===== src/rtl/weight_pkg.sv =====
// -----------------------------------------------------------------------------
// weight_pkg
// Shared definitions for the weight RAM, the slice packer on its write side and
// the conv-engine reader on its read side.
//   - geometry of the weight RAM (weight width, kernel edge, slice words)
//   - address widths for the slice-wide write port and the per-value read port
//   - packer FSM state encoding
//   - helper mapping (slice, lane) to the reader's flat address
// -----------------------------------------------------------------------------
package weight_pkg;

    localparam int DATA_WIDTH              = 16;
    localparam int KERNEL_SIZE_MAX         = 5;
    localparam int WEIGHT_RAM_MAX          = 27;
    localparam int WEIGHT_WRITE_ADDR_WIDTH = 5;

    // One slice word carries every lane of the largest kernel.
    localparam int LANE_COUNT              = KERNEL_SIZE_MAX * KERNEL_SIZE_MAX;

    // The reader addresses single values: slice * LANE_COUNT + lane.
    localparam int WEIGHT_READ_ADDR_WIDTH  = $clog2(WEIGHT_RAM_MAX * LANE_COUNT);

    typedef enum logic [1:0] {
        ST_IDLE  = 2'd0,
        ST_FILL  = 2'd1,
        ST_WRITE = 2'd2
    } packer_state_e;

    function automatic logic [WEIGHT_READ_ADDR_WIDTH-1:0] weight_read_addr(
        input logic [WEIGHT_WRITE_ADDR_WIDTH-1:0] slice,
        input logic [WEIGHT_WRITE_ADDR_WIDTH-1:0] lane
    );
        return WEIGHT_READ_ADDR_WIDTH'(slice) * WEIGHT_READ_ADDR_WIDTH'(LANE_COUNT)
             + WEIGHT_READ_ADDR_WIDTH'(lane);
    endfunction

endpackage


===== src/rtl/weight_lane_buffer.sv =====
// -----------------------------------------------------------------------------
// weight_lane_buffer
// Register bank of LANES weights, written one lane at a time and presented as a
// single flat bus (lane i at lanes_flat[i*DATA_WIDTH +: DATA_WIDTH]).
// Ports:
//   clk, rst_n   clock, asynchronous active-low reset (clears all lanes)
//   clr          synchronous clear of all lanes, wins over wr_en
//   wr_en        write wr_data into lane wr_lane this cycle
//   wr_lane      lane index to write
//   wr_data      weight value
//   lanes_flat   registered packed lanes
// -----------------------------------------------------------------------------
module weight_lane_buffer #(
    parameter int DATA_WIDTH = 16,
    parameter int LANES      = 25,
    parameter int IDX_WIDTH  = 5
) (
    input  logic                          clk,
    input  logic                          rst_n,
    input  logic                          clr,
    input  logic                          wr_en,
    input  logic [IDX_WIDTH-1:0]          wr_lane,
    input  logic [DATA_WIDTH-1:0]         wr_data,
    output logic [LANES*DATA_WIDTH-1:0]   lanes_flat
);

    logic [LANES*DATA_WIDTH-1:0] lanes_q;
    logic [LANES*DATA_WIDTH-1:0] lanes_d;

    always_comb begin
        lanes_d = lanes_q;
        if (clr) begin
            lanes_d = '0;
        end else if (wr_en) begin
            for (int i = 0; i < LANES; i++) begin
                if (wr_lane == IDX_WIDTH'(i)) begin
                    lanes_d[i*DATA_WIDTH +: DATA_WIDTH] = wr_data;
                end
            end
        end
    end

    always_ff @(posedge clk or negedge rst_n) begin
        if (!rst_n) begin
            lanes_q <= '0;
        end else begin
            lanes_q <= lanes_d;
        end
    end

    assign lanes_flat = lanes_q;

endmodule


===== src/rtl/weight_slice_packer.sv =====
// -----------------------------------------------------------------------------
// weight_slice_packer
// Collects a stream of float16 weights into kernel_size^2 lanes of a slice word
// and issues one slice-wide write per slice into the weight RAM.
//
//   state    | meaning
//   ---------+---------------------------------------------------------------
//   ST_IDLE  | waiting for start; rejects an illegal config with an err pulse
//   ST_FILL  | accepting beats into lane k until lane kk-1 is filled
//   ST_WRITE | one cycle of ena_wr with the filled slice on din
//
// Ports:
//   clk, rst_n        clock, asynchronous active-low reset
//   start             one-cycle pulse; latches kernel_size / slice_count
//   kernel_size       kernel edge, legal 1..KERNEL_SIZE_MAX
//   slice_count       slices to load, legal 1..WEIGHT_RAM_MAX
//   s_valid, s_data   weight stream; s_ready accepts a beat
//   ena_wr            RAM write strobe
//   addr_write        slice index of the write
//   din               packed slice word (lane buffer register)
//   busy              load in progress
//   done              one-cycle pulse after the final slice write
//   err               one-cycle pulse after a rejected start
// -----------------------------------------------------------------------------
module weight_slice_packer #(
    parameter int DATA_WIDTH              = 16,
    parameter int KERNEL_SIZE_MAX         = 5,
    parameter int WEIGHT_RAM_MAX          = 27,
    parameter int WEIGHT_WRITE_ADDR_WIDTH = 5
) (
    input  logic                                                  clk,
    input  logic                                                  rst_n,
    input  logic                                                  start,
    input  logic [2:0]                                            kernel_size,
    input  logic [WEIGHT_WRITE_ADDR_WIDTH-1:0]                    slice_count,
    input  logic                                                  s_valid,
    input  logic [DATA_WIDTH-1:0]                                 s_data,
    output logic                                                  s_ready,
    output logic                                                  ena_wr,
    output logic [WEIGHT_WRITE_ADDR_WIDTH-1:0]                    addr_write,
    output logic [KERNEL_SIZE_MAX*KERNEL_SIZE_MAX*DATA_WIDTH-1:0] din,
    output logic                                                  busy,
    output logic                                                  done,
    output logic                                                  err
);

    import weight_pkg::*;

    localparam int LANES    = KERNEL_SIZE_MAX * KERNEL_SIZE_MAX;
    // Wide enough to hold kk itself (the lane counter reaches kk on the last beat).
    localparam int KK_WIDTH = $clog2(LANES + 1);
    localparam int AW       = WEIGHT_WRITE_ADDR_WIDTH;

    localparam logic [2:0]    KS_MAX = 3'(KERNEL_SIZE_MAX);
    localparam logic [AW-1:0] SC_MAX = AW'(WEIGHT_RAM_MAX);

    packer_state_e         state_q, state_d;
    logic [KK_WIDTH-1:0]   kk_q, kk_d;
    logic [KK_WIDTH-1:0]   lane_idx_q, lane_idx_d;
    logic [AW-1:0]         slice_count_q, slice_count_d;
    logic [AW-1:0]         slice_idx_q, slice_idx_d;
    logic                  s_ready_q, s_ready_d;
    logic                  ena_wr_q, ena_wr_d;
    logic                  busy_q, busy_d;
    logic                  done_q, done_d;
    logic                  err_q, err_d;

    logic                  start_ok;
    logic                  beat;
    logic                  last_lane;
    logic                  last_slice;
    logic                  buf_clr;
    logic                  buf_wr;

    always_comb begin
        start_ok = (kernel_size != 3'd0) && (kernel_size <= KS_MAX)
                && (slice_count != '0)   && (slice_count <= SC_MAX);
        beat       = s_valid && s_ready_q;
        last_lane  = (lane_idx_q == (kk_q - KK_WIDTH'(1)));
        last_slice = (slice_idx_q == (slice_count_q - AW'(1)));
    end

    always_comb begin
        state_d       = state_q;
        kk_d          = kk_q;
        lane_idx_d    = lane_idx_q;
        slice_count_d = slice_count_q;
        slice_idx_d   = slice_idx_q;
        done_d        = 1'b0;
        err_d         = 1'b0;
        buf_clr       = 1'b0;
        buf_wr        = 1'b0;

        case (state_q)
            ST_IDLE: begin
                if (start) begin
                    if (start_ok) begin
                        kk_d          = KK_WIDTH'(kernel_size) * KK_WIDTH'(kernel_size);
                        slice_count_d = slice_count;
                        slice_idx_d   = '0;
                        lane_idx_d    = '0;
                        buf_clr       = 1'b1;
                        state_d       = ST_FILL;
                    end else begin
                        err_d = 1'b1;
                    end
                end
            end

            // start is deliberately not looked at here: a second pulse mid-load
            // must not disturb the slice or lane counters.
            ST_FILL: begin
                if (beat) begin
                    buf_wr     = 1'b1;
                    lane_idx_d = lane_idx_q + KK_WIDTH'(1);
                    if (last_lane) begin
                        state_d = ST_WRITE;
                    end
                end
            end

            // The buffer is cleared on the edge that ends the write cycle, so din
            // holds the slice for the whole ena_wr cycle.
            ST_WRITE: begin
                buf_clr    = 1'b1;
                lane_idx_d = '0;
                if (last_slice) begin
                    done_d  = 1'b1;
                    state_d = ST_IDLE;
                end else begin
                    slice_idx_d = slice_idx_q + AW'(1);
                    state_d     = ST_FILL;
                end
            end

            default: begin
                state_d = ST_IDLE;
            end
        endcase

        // Outputs are registered copies decoded from the next state.
        s_ready_d = (state_d == ST_FILL);
        ena_wr_d  = (state_d == ST_WRITE);
        busy_d    = (state_d != ST_IDLE);
    end

    always_ff @(posedge clk or negedge rst_n) begin
        if (!rst_n) begin
            state_q       <= ST_IDLE;
            kk_q          <= '0;
            lane_idx_q    <= '0;
            slice_count_q <= '0;
            slice_idx_q   <= '0;
            s_ready_q     <= 1'b0;
            ena_wr_q      <= 1'b0;
            busy_q        <= 1'b0;
            done_q        <= 1'b0;
            err_q         <= 1'b0;
        end else begin
            state_q       <= state_d;
            kk_q          <= kk_d;
            lane_idx_q    <= lane_idx_d;
            slice_count_q <= slice_count_d;
            slice_idx_q   <= slice_idx_d;
            s_ready_q     <= s_ready_d;
            ena_wr_q      <= ena_wr_d;
            busy_q        <= busy_d;
            done_q        <= done_d;
            err_q         <= err_d;
        end
    end

    weight_lane_buffer #(
        .DATA_WIDTH (DATA_WIDTH),
        .LANES      (LANES),
        .IDX_WIDTH  (KK_WIDTH)
    ) u_lane_buffer (
        .clk        (clk),
        .rst_n      (rst_n),
        .clr        (buf_clr),
        .wr_en      (buf_wr),
        .wr_lane    (lane_idx_q),
        .wr_data    (s_data),
        .lanes_flat (din)
    );

    // The slice index only advances between slices and stops at slice_count-1,
    // so it doubles as the registered write address.
    assign addr_write = slice_idx_q;
    assign s_ready    = s_ready_q;
    assign ena_wr     = ena_wr_q;
    assign busy       = busy_q;
    assign done       = done_q;
    assign err        = err_q;

endmodule


===== config.mk =====
export PLATFORM = sky130hd
export DESIGN_NAME = weight_slice_packer
export DESIGN_NICKNAME = d
export VERILOG_FILES = /design/src/rtl/weight_pkg.sv /design/src/rtl/weight_lane_buffer.sv /design/src/rtl/weight_slice_packer.sv
export SDC_FILE = /design/constraint.sdc
export NUM_CORES = 1
export LEC_CHECK = 0
export ABC_CLOCK_PERIOD_IN_PS = 5770
export CAP_MARGIN = 5
export CORE_UTILIZATION = 56
export CTS_BUF_LIST = sky130_fd_sc_hd__clkbuf_4 sky130_fd_sc_hd__clkbuf_8
export DETAILED_ROUTE_END_ITERATION = 7
export GPL_ROUTABILITY_DRIVEN = 1
export GPL_TIMING_DRIVEN = 0
export PLACE_DENSITY_LB_ADDON = 0.2
export SYNTH_ARGS = -nofsm -noshare
export SYNTH_HDL_FRONTEND = slang
export SYNTH_HIERARCHICAL = 1
export SYNTH_SLANG_ARGS = --single-unit
export TNS_END_PERCENT = 5

===== constraint.sdc =====
create_clock -name clk -period 5.77 [get_ports clk]
set_clock_uncertainty 0.1 [all_clocks]
set_input_delay 0.8655 -clock clk [delete_from_list [all_inputs] [get_ports clk]]
set_output_delay 0.8655 -clock clk [all_outputs]
set_load 0.1 [all_outputs]

==> results of run 1 <==
-- placed cells by master (no fill, tap or decap), types with 6 or more instances in the layout --
master	instances
sky130_fd_sc_hd__a21oi_1	6
sky130_fd_sc_hd__buf_4	20
sky130_fd_sc_hd__mux2i_1	400
sky130_fd_sc_hd__xor2_1	8
sky130_fd_sc_hd__clkbuf_4	28
sky130_fd_sc_hd__buf_2	10
sky130_fd_sc_hd__clkbuf_1	90
sky130_fd_sc_hd__nand2b_1	420
sky130_fd_sc_hd__nor2b_1	8
sky130_fd_sc_hd__xnor2_1	7
sky130_fd_sc_hd__nand4_1	6
sky130_fd_sc_hd__inv_1	7
sky130_fd_sc_hd__dfrtp_1	426
sky130_fd_sc_hd__buf_6	8
sky130_fd_sc_hd__clkbuf_8	94
sky130_fd_sc_hd__nor2_1	10
sky130_fd_sc_hd__clkdlybuf4s50_1	436
sky130_fd_sc_hd__nand2_2	17
sky130_fd_sc_hd__nand2_1	14
-- sequential cells by signal, indices dropped and copies added (netlist names) --
signal and count:
lane_idx_q 5, busy 1, done 1, kk_q 4
err 1, addr_write 5, ena_wr 1, slice_count_q 5
s_ready 1, state_q 2, u_lane_buffer/lanes_flat 400
-- cell type report --
class	count	area, µm²
antenna	1	2.50
sequential	426	10700
inverter	8	30.0
tap	448	561
multi-input combinational	956	7630
timing repair buffer	440	4460
fill	2174	7920
buffer	133	653
clock inverter	4	23.8
clock buffer	122	1500
-- through the flow --
step | util (%) | cell area [µm²] | TNS [ns]
floorplan | - | 19000 | 0
global placement | 71.5 | 23900 | -6275.88
detailed placement | 71.7 | 24000 | 0
CTS | 76.3 | 25500 | 0
global route | 76.3 | 25500 | 0
finish | 76.3 | 25500 | 0
-- report_power, final --
part	leakage, nW	switching [mW]	internal (mW)
Combinational	6.79	4.95	1.52
Sequential	5.85	0.388	3.53
Clock	0.821	1.19	1.63
-- per-layer routing --
layer,GRT usage [%],up-vias,share of wire (%)
met5,0,-,0
met4,15.6,0,4.0
met3,8.90,128,7.4
met2,52.1,502,47
met1,40.7,6890,41
li1,-,6077,-
-- synth_stat cells, drive strengths merged, types with 6 or more instances --
cell | instances | share of area (%)
a21oi | 6 | 0.16
buf | 38 | 1.5
clkbuf | 95 | 1.9
dfrtp | 426 | 56
inv | 8 | 0.16
mux2 | 7 | 0.42
mux2i | 400 | 21
nand2 | 31 | 0.84
nand2b | 420 | 14
nand3 | 7 | 0.36
nand4 | 7 | 0.26
nor2 | 10 | 0.20
nor2b | 8 | 0.26
xnor2 | 7 | 0.32
xor2 | 8 | 0.37
-- cell families after synthesis --
| logic type | count (synthesis) |
|---|---|
| adder cells (fa/ha/maj) | 5 |
| AND/OR/NAND/NOR | 507 |
| XOR/XNOR | 15 |
| flip-flops | 426 |
| buffers and inverters | 141 |
| AO/OA/AOI/OAI | 22 |
| multiplexers | 407 |
-- final timing paths --
| check | cells past startpoint | slack (ns) | end | startpoint |
|---|---|---|---|---|
| setup / recovery | 10 | 1.64 | u_lane_buffer/lanes_flat[8] | slice_count[3] |
| hold / removal | 1 | 0.21 | u_lane_buffer/lanes_flat[89] | rst_n |
| setup reg to reg | 8 | 2.24 | u_lane_buffer/lanes_flat[8] | state_q[0] |
| hold reg to reg | 2 | 0.42 | kk_q[4] | kk_q[4] |
| max in group asynchronous | 3 | 3.83 | u_lane_buffer/lanes_flat[323] | rst_n |
| min in group clk | 2 | 0.42 | kk_q[4] | kk_q[4] |
==> report_table.html, run 1 <==
<table>
<tr><th>Metric</th><th>Value</th></tr>
<tr><th colspan="2">Status</th></tr>
<tr><td>Result of the run</td><td>completed</td></tr>
<tr><th colspan="2">Floorplanning</th></tr>
<tr><td>Placement Rows</td><td>67</td></tr>
<tr><td>Die width</td><td>186 µm</td></tr>
<tr><td>Floorplan die height</td><td>between 150 and 200 µm</td></tr>
<tr><td>Die footprint</td><td>34600 µm²</td></tr>
<tr><td>Starting utilization of the core area</td><td>56.7%</td></tr>
<tr><td>Core Box Area</td><td>33400 µm²</td></tr>
<tr><td>Num ports</td><td>438</td></tr>
<tr><th colspan="2">Yosys</th></tr>
<tr><td>Xor/xnor share of the synthesized area</td><td>0.692%</td></tr>
<tr><td>Count of cell types in the netlist</td><td>48</td></tr>
<tr><td>Adder-cell share of the synthesized area</td><td>0.330%</td></tr>
<tr><td>Largest family of logic cells by synthesized area</td><td>multiplexers</td></tr>
<tr><td>Yosys warns</td><td>6</td></tr>
<tr><td>Simple-gate portion of the synthesized area</td><td>between 10% and 20%</td></tr>
<tr><td>Mux share of post-synthesis cell area</td><td>a little over a fifth</td></tr>
<tr><td>Cell Area, Synth</td><td>about 19000 µm²</td></tr>
<tr><td>Number of synthesized register bits</td><td>426</td></tr>
<tr><td>Cells after synthesis</td><td>1523</td></tr>
<tr><td>EDFF count, synth</td><td>0</td></tr>
<tr><td>Mean area per synthesized cell</td><td>~12 µm²</td></tr>
<tr><td>Proportion of register bits with asynchronous set or reset after synthesis</td><td>100%</td></tr>
<tr><td>Sequential cell area fraction in the yosys report</td><td>56.2%</td></tr>
<tr><td>Area fraction in compound gates after synthesis</td><td>less than 1%</td></tr>
<tr><td>Synthesized net count</td><td>between 1500 and 2000</td></tr>
<tr><td>Commonest register cell after synthesis</td><td>sky130_fd_sc_hd__dfrtp_1</td></tr>
<tr><th colspan="2">Clock network</th></tr>
<tr><td>CTS hold repair buffers</td><td>0</td></tr>
<tr><td># clock sinks</td><td>426</td></tr>
<tr><td>H-tree Lvls</td><td>3</td></tr>
<tr><td>Post-CTS sizing</td><td>0</td></tr>
<tr><td>Clock latency of the later-clocked register in the worst-skew pair</td><td>0.60 ns</td></tr>
<tr><td>CTS tree</td><td>yes</td></tr>
<tr><td>Clock slew at reported path FFs</td><td>0.05 ns</td></tr>
<tr><td>Number of setup buffers added after CTS</td><td>0</td></tr>
<tr><td>CTS Buf Count</td><td>72</td></tr>
<tr><td>Clock tree root driver cell</td><td>sky130_fd_sc_hd__clkbuf_8</td></tr>
<tr><td>Number of buffers between clock root and the deepest sink</td><td>3</td></tr>
<tr><th colspan="2">Global routing</th></tr>
<tr><td>GRT Util Overall</td><td>32.5%</td></tr>
<tr><td>Initial antenna violation count</td><td>1</td></tr>
<tr><td>Global-route wire length before repair</td><td>approximately 83 mm</td></tr>
<tr><td>Largest net degree at the start of global routing</td><td>120</td></tr>
<tr><td>Global route overflow</td><td>0</td></tr>
<tr><td>Via count of the first global-routing pass</td><td>13900</td></tr>
<tr><th colspan="2">Timing</th></tr>
<tr><td>Final-report hold violation count</td><td>0</td></tr>
<tr><td>Min Clock Period, post-route</td><td>4.13 ns</td></tr>
<tr><td>Worst setup slack after layout</td><td>between 1.5 and 2 ns</td></tr>
<tr><td>Number of max-slew violations in the final report</td><td>0</td></tr>
<tr><td>Final number of setup-violating endpoints</td><td>0</td></tr>
<tr><td>Hold Worst Slack</td><td>roughly 0.21 ns</td></tr>
<tr><td>Slew margin rel.</td><td>24.2%</td></tr>
<tr><td>Final period util</td><td>71.5%</td></tr>
<tr><td>RSZ-0062 raised after global routing</td><td>false</td></tr>
<tr><td>Worst-margin pin slew</td><td>1.13 ns</td></tr>
<tr><td>Fmax</td><td>~240 MHz</td></tr>
<tr><th colspan="2">Flow run</th></tr>
<tr><td>Max-cap violations</td><td>0</td></tr>
<tr><th colspan="2">Cells and area</th></tr>
<tr><td>Share of post-route cells with drive strength above 1</td><td>10.1%</td></tr>
<tr><td>Number of nets in the final layout</td><td>2070</td></tr>
<tr><td>Signed area change from the synthesized netlist to the final layout</td><td>34.5%</td></tr>
<tr><td>Cell Count, Final, Fillers Out</td><td>approximately 2500</td></tr>
<tr><th colspan="2">Critical path</th></tr>
<tr><td>Kind of end point of the critical path</td><td>register</td></tr>
<tr><td>Worst Setup Start Kind</td><td>input port</td></tr>
<tr><td>Cell seen most often among critical-path stages</td><td>sky130_fd_sc_hd__clkbuf_1</td></tr>
<tr><td>Required time of the critical path</td><td>6.09 ns</td></tr>
<tr><td>Delay-heaviest family, CP</td><td>buffers and inverters</td></tr>
<tr><td>Class of the most critical setup path</td><td>in2reg</td></tr>
<tr><td>CP max stage delay</td><td>0.80 ns</td></tr>
<tr><td>Slowest stage cell on the critical path</td><td>sky130_fd_sc_hd__clkbuf_1</td></tr>
<tr><td>Worst Path Buf+Inv</td><td>5</td></tr>
<tr><td>Crit path max fanout</td><td>11</td></tr>
<tr><td>Cell breakdown of the critical path</td><td>clkdlybuf4s50_1 &gt; and3_1 &gt; a21oi_1 &gt; a31o_2 &gt; buf_2 &gt; clkbuf_1 &gt; nand2b_1 &gt; clkbuf_1 &gt; clkbuf_1 &gt; mux2i_1</td></tr>
<tr><td>Data arrival time of the critical path</td><td>4.44 ns</td></tr>
<tr><th colspan="2">Detailed routing</th></tr>
<tr><td>Antenna Nets Post-Route</td><td>0</td></tr>
<tr><td>Wire length per cell after detailed routing</td><td>22.1 µm</td></tr>
<tr><td>Number of DRC violations after detailed-routing iteration 0</td><td>about 740</td></tr>
<tr><td>Detailed Routing Iterations Pass 1</td><td>5</td></tr>
<tr><td>Drt total wl</td><td>roughly 56 mm</td></tr>
<tr><td>Number of vias after detailed routing</td><td>13600</td></tr>
<tr><td>DRC violations left</td><td>0</td></tr>
<tr><td>Avg Vias per Cell</td><td>5.36</td></tr>
<tr><th colspan="2">Placement</th></tr>
<tr><td>Count of buffers inserted at the top-level ports</td><td>around 440</td></tr>
<tr><td>Place WS</td><td>1.15 ns</td></tr>
<tr><td>Placed Cells</td><td>about 2400</td></tr>
<tr><td>Final weighted congestion in routability-driven placement</td><td>0.824</td></tr>
<tr><td>HPWL after detailed placement</td><td>39.3 mm</td></tr>
<tr><th colspan="2">Pwr</th></tr>
<tr><td>Power after layout</td><td>13.2 mW</td></tr>
<tr><td>Leakage power summed over all cells</td><td>approximately 13 nW</td></tr>
<tr><td>Power density of the placed cells</td><td>just over 500 nW/µm²</td></tr>
<tr><td>Highest ir drop seen on vdd</td><td>0.411 mV</td></tr>
<tr><th colspan="2">Worst hold path</th></tr>
<tr><td>Class of the most critical hold timing path</td><td>in2async</td></tr>
</table>
Note: power is estimated with default switching activity, not from simulation.
==> run 2, diff against run 1 <==
--- a/config.mk
+++ b/config.mk
@@ -5,9 +5,9 @@
 export SDC_FILE = /design/constraint.sdc
 export NUM_CORES = 1
 export LEC_CHECK = 0
-export ABC_CLOCK_PERIOD_IN_PS = 5770
+export ABC_CLOCK_PERIOD_IN_PS = 3300
 export CAP_MARGIN = 5
-export CORE_UTILIZATION = 56
+export CORE_UTILIZATION = 47
 export CTS_BUF_LIST = sky130_fd_sc_hd__clkbuf_4 sky130_fd_sc_hd__clkbuf_8
 export DETAILED_ROUTE_END_ITERATION = 7
 export GPL_ROUTABILITY_DRIVEN = 1
==> constraint.sdc (replaced) <==
create_clock -name clk -period 3.3 [get_ports clk]
set_clock_uncertainty 0.1 [all_clocks]
set_input_delay 0.495 -clock clk [delete_from_list [all_inputs] [get_ports clk]]
set_output_delay 0.495 -clock clk [all_outputs]
set_load 0.1 [all_outputs]
==> report_table.html, run 2 (synthesis gave the netlist of run 1 again) <==
<table>
<tr><th>Metric</th><th>Value</th></tr>
<tr><th colspan="2">Critical path</th></tr>
<tr><td>Worst Setup Start Kind</td><td>input port (unchanged)</td></tr>
<tr><td>Endpoint of the worst register-to-register path</td><td>u_lane_buffer/lanes_flat[249] (was u_lane_buffer/lanes_flat[8])</td></tr>
<tr><td>Kind of end point of the critical path</td><td>register (unchanged)</td></tr>
<tr><td>Class of the most critical setup path</td><td>in2reg (unchanged)</td></tr>
<tr><td>Required time of the critical path</td><td>3.68 ns (was 6.09 ns)</td></tr>
<tr><td>Number of cell instances on the worst register-to-register path</td><td>8 (unchanged)</td></tr>
<tr><td>Data arrival time of the critical path</td><td>3.54 ns (was 4.44 ns)</td></tr>
<tr><td>Crit path max fanout</td><td>11 (unchanged)</td></tr>
<tr><td>Beginning of the worst register-to-register path</td><td>state_q[0] (unchanged)</td></tr>
<tr><td>Worst setup slack for register-to-register paths</td><td>0.44 ns (was 2.24 ns)</td></tr>
<tr><th colspan="2">Pwr</th></tr>
<tr><td>Highest ir drop seen on vdd</td><td>0.570 mV (was 0.411 mV)</td></tr>
<tr><td>Part of the power in combinational logic</td><td>49.0% (about the same)</td></tr>
<tr><td>Internal</td><td>11.6 mW (was 6.68 mW)</td></tr>
<tr><td>Part of the power in registers</td><td>29.6% (was 29.7%)</td></tr>
<tr><td>Reported net switching power</td><td>11.5 mW (was 6.53 mW)</td></tr>
<tr><td>Switching Fraction</td><td>49.7% (was 49.4%)</td></tr>
<tr><td>Power after layout</td><td>23.1 mW (was 13.2 mW)</td></tr>
<tr><td>Clock network power share</td><td>21.4% (about the same)</td></tr>
<tr><td>Leakage power summed over all cells</td><td>13.6 nW (was 13.5 nW)</td></tr>
<tr><td>Power density of the placed cells</td><td>898 nW/µm² (was 517 nW/µm²)</td></tr>
<tr><th colspan="2">Global routing</th></tr>
<tr><td>Global route overflow</td><td>0 (unchanged)</td></tr>
<tr><td>Via count of the first global-routing pass</td><td>14000 (was 13900)</td></tr>
<tr><td>Initial antenna violation count</td><td>1 (unchanged)</td></tr>
<tr><td>GRT Util Overall</td><td>28.3% (was 32.5%)</td></tr>
<tr><td>Global-route wire length before repair</td><td>87.1 mm (was 83.1 mm)</td></tr>
<tr><td>Largest net degree at the start of global routing</td><td>112 (was 120)</td></tr>
<tr><th colspan="2">Timing</th></tr>
<tr><td>Final-report hold violation count</td><td>0 (unchanged)</td></tr>
<tr><td>Number of max-slew violations in the final report</td><td>0 (unchanged)</td></tr>
<tr><td>Min Clock Period, post-route</td><td>between 3 and 4 ns</td></tr>
<tr><td>Slew margin rel.</td><td>24.7% (was 24.2%)</td></tr>
<tr><td>Worst-margin pin slew</td><td>1.13 ns (about the same)</td></tr>
<tr><td>Fmax</td><td>around 320 MHz</td></tr>
<tr><td>Final number of setup-violating endpoints</td><td>0 (unchanged)</td></tr>
<tr><td>Final period util</td><td>95.7%</td></tr>
<tr><td>RSZ-0062 raised after global routing</td><td>true (was false)</td></tr>
<tr><td>Hold Worst Slack</td><td>0.322 ns (was 0.211 ns)</td></tr>
<tr><th colspan="2">Placement</th></tr>
<tr><td>Final weighted congestion in routability-driven placement</td><td>0.815 (was 0.824)</td></tr>
<tr><td>HPWL after detailed placement</td><td>41.2 mm (was 39.3 mm)</td></tr>
<tr><td>Count of buffers inserted at the top-level ports</td><td>437 (unchanged)</td></tr>
<tr><th colspan="2">Floorplanning</th></tr>
<tr><td>Core Box Area</td><td>39700 µm² (was 33400 µm²)</td></tr>
<tr><td>Num ports</td><td>438 (unchanged)</td></tr>
<tr><td>Die width</td><td>203 µm (was 186 µm)</td></tr>
<tr><td>Placement Rows</td><td>73 (was 67)</td></tr>
<tr><td>Floorplan die height</td><td>203 µm (was 186 µm)</td></tr>
<tr><td>Die footprint</td><td>41200 µm² (was 34600 µm²)</td></tr>
<tr><td>Starting utilization of the core area</td><td>47.8% (was 56.7%)</td></tr>
<tr><th colspan="2">Cells and area</th></tr>
<tr><td>Number of flip-flops in the largest register</td><td>400 (unchanged)</td></tr>
<tr><td>Most frequent cells in the layout</td><td>436 x sky130_fd_sc_hd__clkdlybuf4s50_1, 426 x sky130_fd_sc_hd__dfrtp_1, 420 x sky130_fd_sc_hd__nand2b_1 (unchanged)</td></tr>
<tr><td>Number of nets in the final layout</td><td>2070 (unchanged)</td></tr>
<tr><td>Leading cell type in the layout, fill and taps excluded</td><td>sky130_fd_sc_hd__clkdlybuf4s50_1 (unchanged)</td></tr>
<tr><td>Share of post-route cells with drive strength above 1</td><td>12.0% (was 10.1%)</td></tr>
<tr><td>Signed area change from the synthesized netlist to the final layout</td><td>35.4% (was 34.5%)</td></tr>
<tr><td>Number of fill cells in the layout</td><td>3138 (was 2174)</td></tr>
<tr><th colspan="2">Clock network</th></tr>
<tr><td>Clock latency of the later-clocked register in the worst-skew pair</td><td>0.63 ns (was 0.60 ns)</td></tr>
<tr><td>H-tree Lvls</td><td>3 (unchanged)</td></tr>
<tr><td>Clock slew at reported path FFs</td><td>0.06 ns (was 0.05 ns)</td></tr>
<tr><td>Number of buffers between clock root and the deepest sink</td><td>3 (unchanged)</td></tr>
<tr><td>CTS tree</td><td>yes (unchanged)</td></tr>
<tr><td>Number of setup buffers added after CTS</td><td>0 (unchanged)</td></tr>
<tr><td># clock sinks</td><td>426 (unchanged)</td></tr>
<tr><td>Clock tree root driver cell</td><td>sky130_fd_sc_hd__clkbuf_8 (unchanged)</td></tr>
<tr><td>CTS Buf Count</td><td>73 (was 72)</td></tr>
<tr><th colspan="2">Worst hold path</th></tr>
<tr><td>Class of the most critical hold timing path</td><td>in2async (unchanged)</td></tr>
<tr><th colspan="2">Detailed routing</th></tr>
<tr><td>Avg Vias per Cell</td><td>5.07 (was 5.36)</td></tr>
<tr><td>Drt total wl</td><td>57.8 mm (was 56.0 mm)</td></tr>
<tr><td>Detailed Routing Iterations Pass 1</td><td>4 (was 5)</td></tr>
<tr><td>Antenna Nets Post-Route</td><td>0 (unchanged)</td></tr>
<tr><td>Number of vias after detailed routing</td><td>13300 (was 13600)</td></tr>
<tr><td>DRC violations left</td><td>0 (unchanged)</td></tr>
<tr><td>Wire length per cell after detailed routing</td><td>22.1 µm (about the same)</td></tr>
<tr><td>Number of DRC violations after detailed-routing iteration 0</td><td>664 (was 744)</td></tr>
<tr><th colspan="2">Flow run</th></tr>
<tr><td>Max-cap violations</td><td>0 (unchanged)</td></tr>
<tr><th colspan="2">Status</th></tr>
<tr><td>Result of the run</td><td>completed (unchanged)</td></tr>
</table>
run 2: cell types whose count changed in the layout (fill, tap and decap cells not counted):
cell,previous run,this run
sky130_fd_sc_hd__diode_2,1,2
sky130_fd_sc_hd__buf_16,3,4
sky130_fd_sc_hd__clkbuf_1,90,49
sky130_fd_sc_hd__clkinvlp_4,0,4
sky130_fd_sc_hd__inv_6,1,3
sky130_fd_sc_hd__buf_2,10,11
sky130_fd_sc_hd__clkbuf_2,5,40
sky130_fd_sc_hd__clkinv_2,3,2
sky130_fd_sc_hd__dlygate4sd3_1,0,1
sky130_fd_sc_hd__clkbuf_8,94,90
sky130_fd_sc_hd__clkbuf_4,28,30
run 2: area by class of cell:
type / instances / area (µm²) / share of cell area [%]
Antenna cell: 2 / 5.00 / 0.0195
Buffer: 130 / 694 / 2.70
Clock buffer: 118 / 1450 / 5.64
Clock inverter: 9 / 66.3 / 0.258
Inverter: 8 / 30.0 / 0.117
Multi-Input combinational cell: 956 / 7630 / 29.7
Sequential cell: 426 / 10700 / 41.5
Tap cell: 525 / 657 / 2.56
Timing Repair Buffer: 442 / 4500 / 17.5
run 2: repair_timing:
action	CTS	global route
resized for setup	22	39
hold buffers	1	0
hold endpoints to repair	75	0
setup endpoints to repair	400	392
run 2: worst max path at each step:
stage	from	to	cells after the start
after floorplan	s_ready	u_lane_buffer/lanes_flat[309]	8
after global routing	slice_count[3]	u_lane_buffer/lanes_flat[265]	10
after global placement	rst_n	u_lane_buffer/lanes_flat[304]	1
after CTS	slice_count[3]	u_lane_buffer/lanes_flat[339]	10
final	slice_count[3]	u_lane_buffer/lanes_flat[249]	10
after detailed placement	slice_count[3]	u_lane_buffer/lanes_flat[380]	10
run 2: worst max-delay path, cell delays in order:
cell	delay, ns
sky130_fd_sc_hd__clkdlybuf4s50_1	0.44
sky130_fd_sc_hd__and3_1	0.19
sky130_fd_sc_hd__a21oi_1	0.35
sky130_fd_sc_hd__a31o_2	0.28
sky130_fd_sc_hd__buf_2	0.28
sky130_fd_sc_hd__clkbuf_4	0.34
sky130_fd_sc_hd__nand2b_1	0.16
sky130_fd_sc_hd__clkbuf_1	0.40
sky130_fd_sc_hd__clkbuf_2	0.43
sky130_fd_sc_hd__mux2i_1	0.13
run 2: power groups by stage:
| stage | Sequential (mW) | Clock [mW] | Combinational, mW |
|---|---|---|---|
| floorplan | 13.1 | 0 | 2.14 |
| global placement | 6.90 | 0 | 11.2 |
| detailed placement | 6.91 | 0 | 11.3 |
| CTS | 6.83 | 5.07 | 11.4 |
| global route | 6.94 | 5.33 | 11.7 |
| finish | 6.83 | 4.94 | 11.3 |
run 2: per-stage QoR:
stage          util [%]  worst slack, ns   TNS, ns  area (µm²)  cells
2_1_floorplan         -            0.581         0       19000   1523
3_3_place_gp       60.4           -17.22  -7679.80       24000   2485
3_5_place_dp       60.7            -1.35   -384.91       24100   2489
4_1_cts            64.6          -0.0820    -0.490       25700   2616
5_1_grt            64.7          -0.0237   -0.0490       25700   2616
6_report           64.7            0.142         0       25700   2616
run 2: routing by layer:
| layer | vias up | share of wire (%) | global-route usage [%] |
|---|---|---|---|
| li1 | 6065 | - | - |
| met1 | 6699 | 44 | 37.8 |
| met2 | 399 | 47 | 44.1 |
| met3 | 88 | 5.7 | 6.68 |
| met4 | 0 | 3.4 | 12.1 |
| met5 | - | 0 | 0 |
